--- config.mk ---
export PLATFORM = sky130hd
export DESIGN_NAME = baser_257b_check_ctrl_flat
export DESIGN_NICKNAME = d
export VERILOG_FILES = /design/src/rtl/baser_257b_check_ctrl_if.sv /design/src/rtl/baser_257b_check_ctrl.sv /design/src/flat_wrapper.sv
export SDC_FILE = /design/constraint.sdc
export NUM_CORES = 1
export LEC_CHECK = 0
export CORE_MARGIN = 10
export CORE_UTILIZATION = 59
export CTS_BUF_LIST = sky130_fd_sc_hd__clkbuf_8
export CTS_CLUSTER_DIAMETER = 120
export DETAILED_ROUTE_END_ITERATION = 12
export GPL_ROUTABILITY_DRIVEN = 0
export GPL_TIMING_DRIVEN = 0
export PLACE_DENSITY = 0.95
export SYNTH_ARGS = -nofsm -noshare
export SYNTH_HDL_FRONTEND = slang
export SYNTH_SLANG_ARGS = --single-unit
--- constraint.sdc ---
create_clock -name clk -period 7.79 [get_ports clk]
set_input_delay 0.779 -clock clk [delete_from_list [all_inputs] [get_ports clk]]
set_output_delay 0.779 -clock clk [all_outputs]
set_load 0.005 [all_outputs]
--- src/rtl/baser_257b_check_ctrl_if.sv ---
// Control/result bus between the test-control registers, the 257b checker counters and the run controller.
interface baser_257b_check_ctrl_if #(
  parameter int unsigned CNT_WIDTH = 32
);
  logic                 i_start;
  logic                 i_abort;
  logic [CNT_WIDTH-1:0] i_window_len;
  logic [CNT_WIDTH-1:0] i_max_inv;
  logic [CNT_WIDTH-1:0] i_block_count;
  logic [CNT_WIDTH-1:0] i_data_count;
  logic [CNT_WIDTH-1:0] i_ctrl_count;
  logic [CNT_WIDTH-1:0] i_inv_block_count;
  logic                 o_chk_rst;
  logic                 o_busy;
  logic                 o_done;
  logic                 o_aborted;
  logic                 o_cfg_err;
  logic                 o_pass;
  logic                 o_sync_err;
  logic [CNT_WIDTH-1:0] o_res_blocks;
  logic [CNT_WIDTH-1:0] o_res_data;
  logic [CNT_WIDTH-1:0] o_res_ctrl;
  logic [CNT_WIDTH-1:0] o_res_inv;
  logic [2:0]           o_state;

  modport master (
    output i_start, i_abort, i_window_len, i_max_inv,
           i_block_count, i_data_count, i_ctrl_count, i_inv_block_count,
    input  o_chk_rst, o_busy, o_done, o_aborted, o_cfg_err, o_pass, o_sync_err,
           o_res_blocks, o_res_data, o_res_ctrl, o_res_inv, o_state
  );

  modport slave (
    input  i_start, i_abort, i_window_len, i_max_inv,
           i_block_count, i_data_count, i_ctrl_count, i_inv_block_count,
    output o_chk_rst, o_busy, o_done, o_aborted, o_cfg_err, o_pass, o_sync_err,
           o_res_blocks, o_res_data, o_res_ctrl, o_res_inv, o_state
  );
endinterface

--- src/rtl/baser_257b_check_ctrl.sv ---
// Run controller for the 257b BASE-R checker: flush, warm up, measure a block window,
// then report counter deltas and a pass/fail verdict.
module baser_257b_check_ctrl #(
  parameter int unsigned CNT_WIDTH     = 32,
  parameter int unsigned FLUSH_CYCLES  = 4,
  parameter int unsigned WARMUP_BLOCKS = 16
) (
  input  logic                   clk,
  input  logic                   i_rst_n,
  baser_257b_check_ctrl_if.slave bus
);
  localparam int unsigned CW = CNT_WIDTH;

  typedef enum logic [2:0] {
    IDLE    = 3'd0,
    FLUSH   = 3'd1,
    WARMUP  = 3'd2,
    MEASURE = 3'd3,
    REPORT  = 3'd4
  } state_t;

  state_t        state, state_next;
  logic [CW-1:0] cnt, cnt_next;
  logic [CW-1:0] win, max_inv;
  logic [CW-1:0] base_blk, base_dat, base_ctl, base_inv;
  logic          meas_first;
  logic          accept_c, cfg_err_c, abort_c, report_c;
  logic [CW-1:0] d_blk_c, d_dat_c, d_ctl_c, d_inv_c;
  logic          sync_c, pass_c;

  logic          chk_rst, busy, done, aborted, cfg_err, pass, sync_err;
  logic [CW-1:0] res_blk, res_dat, res_ctl, res_inv;

  // Deltas are taken modulo 2^CW so a wrapping checker counter still measures correctly
  assign d_blk_c = bus.i_block_count     - base_blk;
  assign d_dat_c = bus.i_data_count      - base_dat;
  assign d_ctl_c = bus.i_ctrl_count      - base_ctl;
  assign d_inv_c = bus.i_inv_block_count - base_inv;
  assign sync_c  = (d_blk_c != win);
  assign pass_c  = (d_inv_c <= max_inv) && !sync_c;

  // Next-state and per-phase cycle counter
  always_comb begin
    state_next = state;
    cnt_next   = cnt;
    accept_c   = 1'b0;
    cfg_err_c  = 1'b0;
    abort_c    = 1'b0;
    report_c   = 1'b0;
    unique case (state)
      IDLE: begin
        if (bus.i_start && !bus.i_abort) begin
          if (bus.i_window_len == '0) begin
            cfg_err_c = 1'b1;
          end else begin
            accept_c   = 1'b1;
            state_next = FLUSH;
            cnt_next   = CW'(FLUSH_CYCLES);
          end
        end
      end
      FLUSH: begin
        if (cnt <= CW'(1)) begin
          if (WARMUP_BLOCKS == 0) begin
            state_next = MEASURE;
            cnt_next   = win;
          end else begin
            state_next = WARMUP;
            cnt_next   = CW'(WARMUP_BLOCKS);
          end
        end else begin
          cnt_next = cnt - CW'(1);
        end
      end
      WARMUP: begin
        if (cnt <= CW'(1)) begin
          state_next = MEASURE;
          cnt_next   = win;
        end else begin
          cnt_next = cnt - CW'(1);
        end
      end
      MEASURE: begin
        if (cnt <= CW'(1)) begin
          state_next = REPORT;
        end else begin
          cnt_next = cnt - CW'(1);
        end
      end
      REPORT: begin
        report_c   = 1'b1;
        state_next = IDLE;
      end
      default: state_next = IDLE;
    endcase
    // Abort overrides everything while busy, including a pending report capture
    if (state != IDLE && bus.i_abort) begin
      state_next = IDLE;
      abort_c    = 1'b1;
      report_c   = 1'b0;
    end
  end

  always_ff @(posedge clk) begin
    if (!i_rst_n) begin
      state      <= IDLE;
      cnt        <= '0;
      win        <= '0;
      max_inv    <= '0;
      base_blk   <= '0;
      base_dat   <= '0;
      base_ctl   <= '0;
      base_inv   <= '0;
      meas_first <= 1'b0;
      chk_rst    <= 1'b1;
      busy       <= 1'b0;
      done       <= 1'b0;
      aborted    <= 1'b0;
      cfg_err    <= 1'b0;
      pass       <= 1'b0;
      sync_err   <= 1'b0;
      res_blk    <= '0;
      res_dat    <= '0;
      res_ctl    <= '0;
      res_inv    <= '0;
    end else begin
      state      <= state_next;
      cnt        <= cnt_next;
      meas_first <= (state_next == MEASURE) && (state != MEASURE);
      if (accept_c) begin
        win     <= bus.i_window_len;
        max_inv <= bus.i_max_inv;
      end
      if (meas_first) begin
        base_blk <= bus.i_block_count;
        base_dat <= bus.i_data_count;
        base_ctl <= bus.i_ctrl_count;
        base_inv <= bus.i_inv_block_count;
      end
      if (report_c) begin
        res_blk  <= d_blk_c;
        res_dat  <= d_dat_c;
        res_ctl  <= d_ctl_c;
        res_inv  <= d_inv_c;
        sync_err <= sync_c;
        pass     <= pass_c;
      end
      done    <= report_c;
      aborted <= abort_c;
      cfg_err <= cfg_err_c;
      chk_rst <= (state_next == IDLE) || (state_next == FLUSH);
      busy    <= (state_next != IDLE);
    end
  end

  assign bus.o_state      = state;
  assign bus.o_chk_rst    = chk_rst;
  assign bus.o_busy       = busy;
  assign bus.o_done       = done;
  assign bus.o_aborted    = aborted;
  assign bus.o_cfg_err    = cfg_err;
  assign bus.o_pass       = pass;
  assign bus.o_sync_err   = sync_err;
  assign bus.o_res_blocks = res_blk;
  assign bus.o_res_data   = res_dat;
  assign bus.o_res_ctrl   = res_ctl;
  assign bus.o_res_inv    = res_inv;
endmodule

--- src/flat_wrapper.sv ---
// flat-port wrapper written by rule: the top's interface ports become plain ports
module baser_257b_check_ctrl_flat 
#(
  parameter int unsigned CNT_WIDTH     = 32,
  parameter int unsigned FLUSH_CYCLES  = 4,
  parameter int unsigned WARMUP_BLOCKS = 16
)
  (clk, i_rst_n, bus_i_start, bus_i_abort, bus_i_window_len, bus_i_max_inv, bus_i_block_count, bus_i_data_count, bus_i_ctrl_count, bus_i_inv_block_count, bus_o_chk_rst, bus_o_busy, bus_o_done, bus_o_aborted, bus_o_cfg_err, bus_o_pass, bus_o_sync_err, bus_o_res_blocks, bus_o_res_data, bus_o_res_ctrl, bus_o_res_inv, bus_o_state);
  baser_257b_check_ctrl_if #(.CNT_WIDTH(CNT_WIDTH)) bus_i ();
  input  logic clk;
  input  logic i_rst_n;
  input wire logic [$bits(bus_i.i_start)-1:0] bus_i_start;
  input wire logic [$bits(bus_i.i_abort)-1:0] bus_i_abort;
  input wire logic [$bits(bus_i.i_window_len)-1:0] bus_i_window_len;
  input wire logic [$bits(bus_i.i_max_inv)-1:0] bus_i_max_inv;
  input wire logic [$bits(bus_i.i_block_count)-1:0] bus_i_block_count;
  input wire logic [$bits(bus_i.i_data_count)-1:0] bus_i_data_count;
  input wire logic [$bits(bus_i.i_ctrl_count)-1:0] bus_i_ctrl_count;
  input wire logic [$bits(bus_i.i_inv_block_count)-1:0] bus_i_inv_block_count;
  output wire logic [$bits(bus_i.o_chk_rst)-1:0] bus_o_chk_rst;
  output wire logic [$bits(bus_i.o_busy)-1:0] bus_o_busy;
  output wire logic [$bits(bus_i.o_done)-1:0] bus_o_done;
  output wire logic [$bits(bus_i.o_aborted)-1:0] bus_o_aborted;
  output wire logic [$bits(bus_i.o_cfg_err)-1:0] bus_o_cfg_err;
  output wire logic [$bits(bus_i.o_pass)-1:0] bus_o_pass;
  output wire logic [$bits(bus_i.o_sync_err)-1:0] bus_o_sync_err;
  output wire logic [$bits(bus_i.o_res_blocks)-1:0] bus_o_res_blocks;
  output wire logic [$bits(bus_i.o_res_data)-1:0] bus_o_res_data;
  output wire logic [$bits(bus_i.o_res_ctrl)-1:0] bus_o_res_ctrl;
  output wire logic [$bits(bus_i.o_res_inv)-1:0] bus_o_res_inv;
  output wire logic [$bits(bus_i.o_state)-1:0] bus_o_state;
  assign bus_i.i_start = bus_i_start;
  assign bus_i.i_abort = bus_i_abort;
  assign bus_i.i_window_len = bus_i_window_len;
  assign bus_i.i_max_inv = bus_i_max_inv;
  assign bus_i.i_block_count = bus_i_block_count;
  assign bus_i.i_data_count = bus_i_data_count;
  assign bus_i.i_ctrl_count = bus_i_ctrl_count;
  assign bus_i.i_inv_block_count = bus_i_inv_block_count;
  assign bus_o_chk_rst = bus_i.o_chk_rst;
  assign bus_o_busy = bus_i.o_busy;
  assign bus_o_done = bus_i.o_done;
  assign bus_o_aborted = bus_i.o_aborted;
  assign bus_o_cfg_err = bus_i.o_cfg_err;
  assign bus_o_pass = bus_i.o_pass;
  assign bus_o_sync_err = bus_i.o_sync_err;
  assign bus_o_res_blocks = bus_i.o_res_blocks;
  assign bus_o_res_data = bus_i.o_res_data;
  assign bus_o_res_ctrl = bus_i.o_res_ctrl;
  assign bus_o_res_inv = bus_i.o_res_inv;
  assign bus_o_state = bus_i.o_state;
  baser_257b_check_ctrl #(.CNT_WIDTH(CNT_WIDTH), .FLUSH_CYCLES(FLUSH_CYCLES), .WARMUP_BLOCKS(WARMUP_BLOCKS)) u_core (.clk(clk), .i_rst_n(i_rst_n), .bus(bus_i));
endmodule
==> results of run 1 <==
==> registers in the layout, indices dropped and copies added, names as in the netlist, 3 cells and up <==
register	count
u_core.win	32
u_core.bus.o_res_blocks	32
u_core.cnt	32
u_core.bus.o_res_data	32
u_core.base_inv	32
u_core.max_inv	32
u_core.bus.o_res_ctrl	32
u_core.base_ctl	32
u_core.base_dat	32
u_core.base_blk	32
u_core.bus.o_state	3
u_core.bus.o_res_inv	32
==> area by class of cell <==
cell class                      instances  area share, %
Antenna cell                            5         0.0463
Sequential cell                       363           26.9
Tap cell                              468           2.17
Buffer                                133           1.89
Clock buffer                           76           3.87
Multi-Input combinational cell       2094           49.0
Clock inverter                         34          0.834
Inverter                              211           2.93
Timing Repair Buffer                  334           12.4
==> stage by stage <==
stage               worst slack (ps)  instance area [um^2]  power, uW  util (%)
finish                          2340                 27000       6490      73.9
global route                    2060                 27000       6760      73.9
CTS                             2500                 27000       6380      73.9
detailed placement              1820                 25700       4570      70.4
global placement                2050                 25700       4440      70.4
floorplan                       3250                 21800       3880         -
==> cell families (layout without fill, tap and decap cells) <==
group / Yosys count / in the layout / share of synthesized area [%]
AOI/OAI and AO/OA: 647 / 647 / 18.1
xor gates and xnor gates: 164 / 164 / 6.72
adders and majority gates: 163 / 163 / 9.49
buffers and inverters: 344 / 788 / 5.97
DFF: 363 / 363 / 33.4
muxes: 137 / 137 / 6.30
other: 0 / 5 / 0
and+or+nand+nor: 983 / 983 / 20.0
==> critical path, cell delays in order <==
cell	delay, ps
clkdlybuf4s50_1	520
inv_1	60
ha_1	200
inv_1	90
fa_1	220
a21oi_1	100
o21ai_1	160
a21oi_1	150
o211a_1	280
or3b_1	400
a311o_1	370
a31oi_1	290
a31oi_1	220
xnor2_1	230
ha_1	280
a21oi_1	130
nor2b_1	60
o21ai_0	140
nand2b_1	70
a21oi_1	140
nor2b_1	70
o21ai_0	280
nand2_1	130
nor2_1	110
o21ai_0	170
o41ai_1	350
==> worst paths after layout <==
check	end	cells past startpoint	start	slack [ps]
min	u_core.bus.o_res_inv[26]	2	u_core.bus.o_res_inv[26]	450
max reg2reg	u_core.bus.o_pass	25	u_core.base_inv[8]	2540
min reg2reg	u_core.bus.o_res_inv[26]	2	u_core.bus.o_res_inv[26]	450
max	u_core.bus.o_pass	26	bus_i_inv_block_count[0]	2340
==> cells in the final DEF (no fill, tap or decap), types with 10 or more instances in the layout <==
| cell type | instances |
|---|---|
| inv_1 | 230 |
| a21oi_1 | 315 |
| nor3_1 | 45 |
| nand3_1 | 45 |
| o21ai_1 | 13 |
| nor2_1 | 282 |
| a21o_1 | 57 |
| xnor2_1 | 103 |
| dfxtp_1 | 363 |
| a2bb2oi_1 | 12 |
| mux2i_1 | 136 |
| a31oi_1 | 17 |
| and2_1 | 22 |
| xor2_1 | 59 |
| nand4_1 | 28 |
| nor2b_1 | 23 |
| nand2b_1 | 20 |
| o21a_1 | 20 |
| or2_2 | 10 |
| o211ai_1 | 11 |
| clkdlybuf4s50_1 | 333 |
| nand2_1 | 421 |
| o21bai_1 | 11 |
| clkbuf_1 | 122 |
| a211oi_1 | 20 |
| and3_1 | 14 |
| ha_1 | 158 |
| clkbuf_8 | 76 |
| o21ai_0 | 91 |
| or3_1 | 10 |
| nor4_1 | 22 |
==> where the power goes <==
| part | switching (uW) | total [uW] | internal, uW |
|---|---|---|---|
| clock network | 837 | 1810 | 973 |
| registers | 115 | 2090 | 1980 |
| logic | 1560 | 2590 | 1020 |
==> layer usage <==
layer	global-route usage [%]	wire, um	vias to the layer above	part of all wire [%]
li1	-	-	10400	-
met1	37.0	28300	10700	35
met2	55.8	36500	1533	46
met3	9.19	8520	498	11
met4	24.7	6450	8	8.1
met5	0	69	-	0.086
==> flow_summary.toml, run 1 <==
[logic_synthesis]
syn_avg_cell_area_um2 = 7.78
synth_ff_type = "dfxtp_1"
synth_cell_types = 85
synth_seq_cells = 363
synth.most_common_cell = "nand2_1"
ys.warnings.count = 0
yosysTopAreaCell = "dfxtp_1"
synth_top_area_share_pct = 33.4
yosys-top-cells-area = "dfxtp_1 (33%), ha_1 (9.1%), nand2_1 (7.3%), a21oi_1 (7.2%), mux2i_1 (6.2%)"
synthCells = 2801
netlist_area_um2 = 21800
yosys-top-cells-count = "nand2_1 (421), dfxtp_1 (363), a21oi_1 (315)"
synth_edf_count = 0
yosysSeqAreaShare_pct = 33.4
async_flop_share_pct = 0
syn_nets = 3159

[detailed_routing]
wl_per_cell_um = 21.5
num_vias = 23100
dr.pass1.iters = 10
ant_nets = 0
drt-total-wl_mm = 79.8
drc = 0
drtIter0Drc = 2498
avgViaCountPerCell = 6.22

[timing]
maxSlewHeadroom_pct = 30.1
setup_violations = 0
holdWs_ps = 453
finClkSkew_ps = 17.2
worst_pin_slew_ps = 1050
timing.fmax_mhz = 184
fin_setup_tns_ps = 0
hold_viol_final = 0
fin_crit_ps = 5450
rsz0062_at_grt = "no"
slew_viol_final = 0
period_share_pct = 69.9

[setup_path]
arrival_ps = 6010
worst_setup_path_end_kind = "flop"
cp.required_ps = 8350
criticalPathCategory = "input pin to flop"
path_max_fanout = 3
cp-start-kind = "input pin"

[clock_network]
cts_buffers = 60
ctsResizeCount = 0
postCtsHoldBufs = 0
clk_path_buf_depth = 3
clk_pin_slew_ps = 60
clk_latency_ps = 670
cts_sinks = 363
cts-root-buf = "clkbuf_8"
cts_tree = "yes"
postCtsSetupBuffers = 0
h-tree-depth = 2

[global_routing]
grt_pass1_vias = 23100
antenna_found_initial = 8
gr-total-overflow = 0
grt_pass1_wl_mm = 121
grt_max_degree = 16
grt_usage_pct = 33.9

[finish]
fillers = 2429
final-seq-area_um2 = 7270
multi_input_area_um2 = 13200
nets = 3555
drive_gt1_share_pct = 3.91
instances_no_fill = 3718
area_growth_syn_to_layout_pct = 23.9

[pwr]
irDropWorstVdd_mv = 0.218
power.density_nw_per_um2 = 240
leakage_uw = 0.00993

[run_status]
status = "finished clean"

[floorplanning]
num_rows = 70
core_area_um2 = 36500
io_pins = 334
die_w_um = 212
start_util_pct = 59.7
die_y_um = 212
die-area_um2 = 45000

[placement]
port_buffers = 333
place_inst = 3603
place_hpwl_mm = 59.1

[run]
cap_violations = 0

[hold_path]
min_path_type = "flop to flop"
No activity file was read; power rests on OpenSTA's default activity.
==> run 2: changes to the inputs <==
CORE_UTILIZATION = 51   (was 59)
PLACE_DENSITY = 0.91   (was 0.95)
clock period = 4.7 ns   (was 7.79 ns; I/O delays follow)
==> flow_summary.toml, run 2 (same netlist as run 1, synthesis figures left out) <==
[run_status]
status = "finished clean"

[finish]
final_area_um2 = 27400
nets = 3561
final_common_cell = "nand2_1"
fillers = 3317
final_core_util_pct = 65.0
multi_input_area_um2 = 13400
instances_no_fill = 3796
layout.cells.most_common_list = "nand2_1 (421), dfxtp_1 (362), clkdlybuf4s50_1 (332), a21oi_1 (309), nor2_1 (281)"
area_growth_syn_to_layout_pct = 25.6
final-seq-area_um2 = 7270
drive_gt1_share_pct = 5.14

[setup_path]
crit_start = "u_core.base_inv[8]"
criticalPathCategory = "flop to flop"
cp-start-kind = "flop"
crit_buf_inv = 2
path_max_fanout = 5
r2r_end = "u_core.bus.o_pass"
reg2reg_setup_slack_ps = 160
path_delay_family = "compound AO/OA/AOI/OAI gates"
r2r_start = "u_core.base_inv[8]"
worst_setup_path_end_kind = "flop"
cp_slowest_cell = "o41a_1"
cp.required_ps = 5240
arrival_ps = 5080
worst_path_largest_cell_delay_ps = 350
worstRegToRegCells = 22
path_cells = "inv_1 -> ha_4 -> a21o_1 -> a21o_1 -> a21oi_2 -> o221a_2 -> o31a_1 -> o21ai_2 -> o41a_1 -> buf_4 -> a211oi_4 -> o221ai_1 -> a21oi_1 -> xnor2_1 -> ha_1 -> nand4_1 -> nor2_1 -> nand4_1 -> a31oi_1 -> nor2_2 -> o21ai_2 -> o41ai_2"

[detailed_routing]
drt-total-wl_mm = 74.6
drtIter0Drc = 1941
ant_nets = 0
drc = 0
avgViaCountPerCell = 5.78
num_vias = 21900
wl_per_cell_um = 19.6
dr.pass1.iters = 7

[clock_network]
cts_tree = "yes"
cts-root-buf = "clkbuf_8"
cts_buffers = 60
clk_latency_ps = 670
clk_path_buf_depth = 3
h-tree-depth = 2
cts_sinks = 363
clk_pin_slew_ps = 60

[timing]
slew_viol_final = 0
timing.fmax_mhz = 220
hold_viol_final = 0
holdWs_ps = 304
period_share_pct = 96.6
rsz0062_at_grt = "yes"
maxSlewHeadroom_pct = 26.3
finClkSkew_ps = 23.5
fin_crit_ps = 4540
fin_setup_tns_ps = 0
worst_pin_slew_ps = 1110
setup_violations = 0

[hold_path]
hold_end = "u_core.base_inv[0]"
min_delay_path_depth = 3
worstHoldStart = "bus_i_inv_block_count[0]"
min_path_type = "input pin to flop"

[floorplanning]
die-area_um2 = 51400
io_pins = 334
core_area_um2 = 42100
num_rows = 75
start_util_pct = 51.7
die_w_um = 227
die_y_um = 227

[global_routing]
grt_pass1_vias = 21200
grt_max_degree = 16
grt_usage_pct = 27.8
antenna_found_initial = 7
grt_pass1_wl_mm = 113
gr-total-overflow = 0

[run]
cap_violations = 0

[placement]
place_inst = 3673
port_buffers = 333
place_hpwl_mm = 56.7
placed_area_um2 = 25800

[pwr]
irDropWorstVdd_mv = 0.358
leakage_uw = 0.0100
power.density_nw_per_um2 = 394
[run 2: cell type report]
cell class,count,area share (%)
clock inverters,28,0.841
repair buffers,340,12.4
inverters,211,2.89
well taps,539,2.46
clock buffers,82,4.12
plain buffers,133,1.86
flip-flops and latches,363,26.6
multi-input cells,2094,48.8
diodes,6,0.0549
[run 2: timing repair]
action,CTS,global route
pin swaps,8,14
setup endpoints to repair,1,1
buffers inserted,4,3
resized for setup,14,18
gates cloned,0,0
hold buffers,0,0
[run 2: how the worst max path moves through the flow]
stage / endpoint / slack (ps) / depth (start not counted)
after floorplan: u_core.bus.o_pass / 470 / 24
after global placement: u_core.bus.o_pass / -920 / 26
after detailed placement: u_core.bus.o_pass / -1040 / 26
after CTS: u_core.bus.o_pass / 0.4 / 25
after global routing: u_core.bus.o_pass / -70 / 24
final: u_core.bus.o_pass / 160 / 22
[run 2: stage by stage]
step | total power (uW) | setup WS, ps
floorplan | 6440 | 466
global placement | 7390 | -924
detailed placement | 7490 | -1040
CTS | 10700 | 0.437
global route | 11400 | -66.2
finish | 10800 | 159
[run 2: worst register-to-register path: cells and delay by family (launching register included)]
| kind | cells | cell delay (ps) |
|---|---|---|
| adder cells (fa/ha/maj) | 2 | 540 |
| AND/OR/NAND/NOR | 4 | 580 |
| XOR/XNOR | 1 | 100 |
| buffers and inverters | 2 | 250 |
| flip-flops | 1 | 330 |
| AO/OA/AOI/OAI | 13 | 2610 |
[run 2: power breakdown]
group | internal, uW | switching (uW) | leakage [uW]
combinational | 1710 | 2470 | 0.00632
sequential | 3280 | 173 | 0.00293
clock | 1770 | 1370 | 0.000756
total | 6760 | 4010 | 0.0100
[run 2: per-layer routing]
metal	global-route usage (%)	wire, um	up-vias
met3	6.27	6740	294
met4	18.0	5090	4
met1	32.3	28600	10100
li1	-	-	10400
met2	45.3	34200	1067
met5	0	23	-
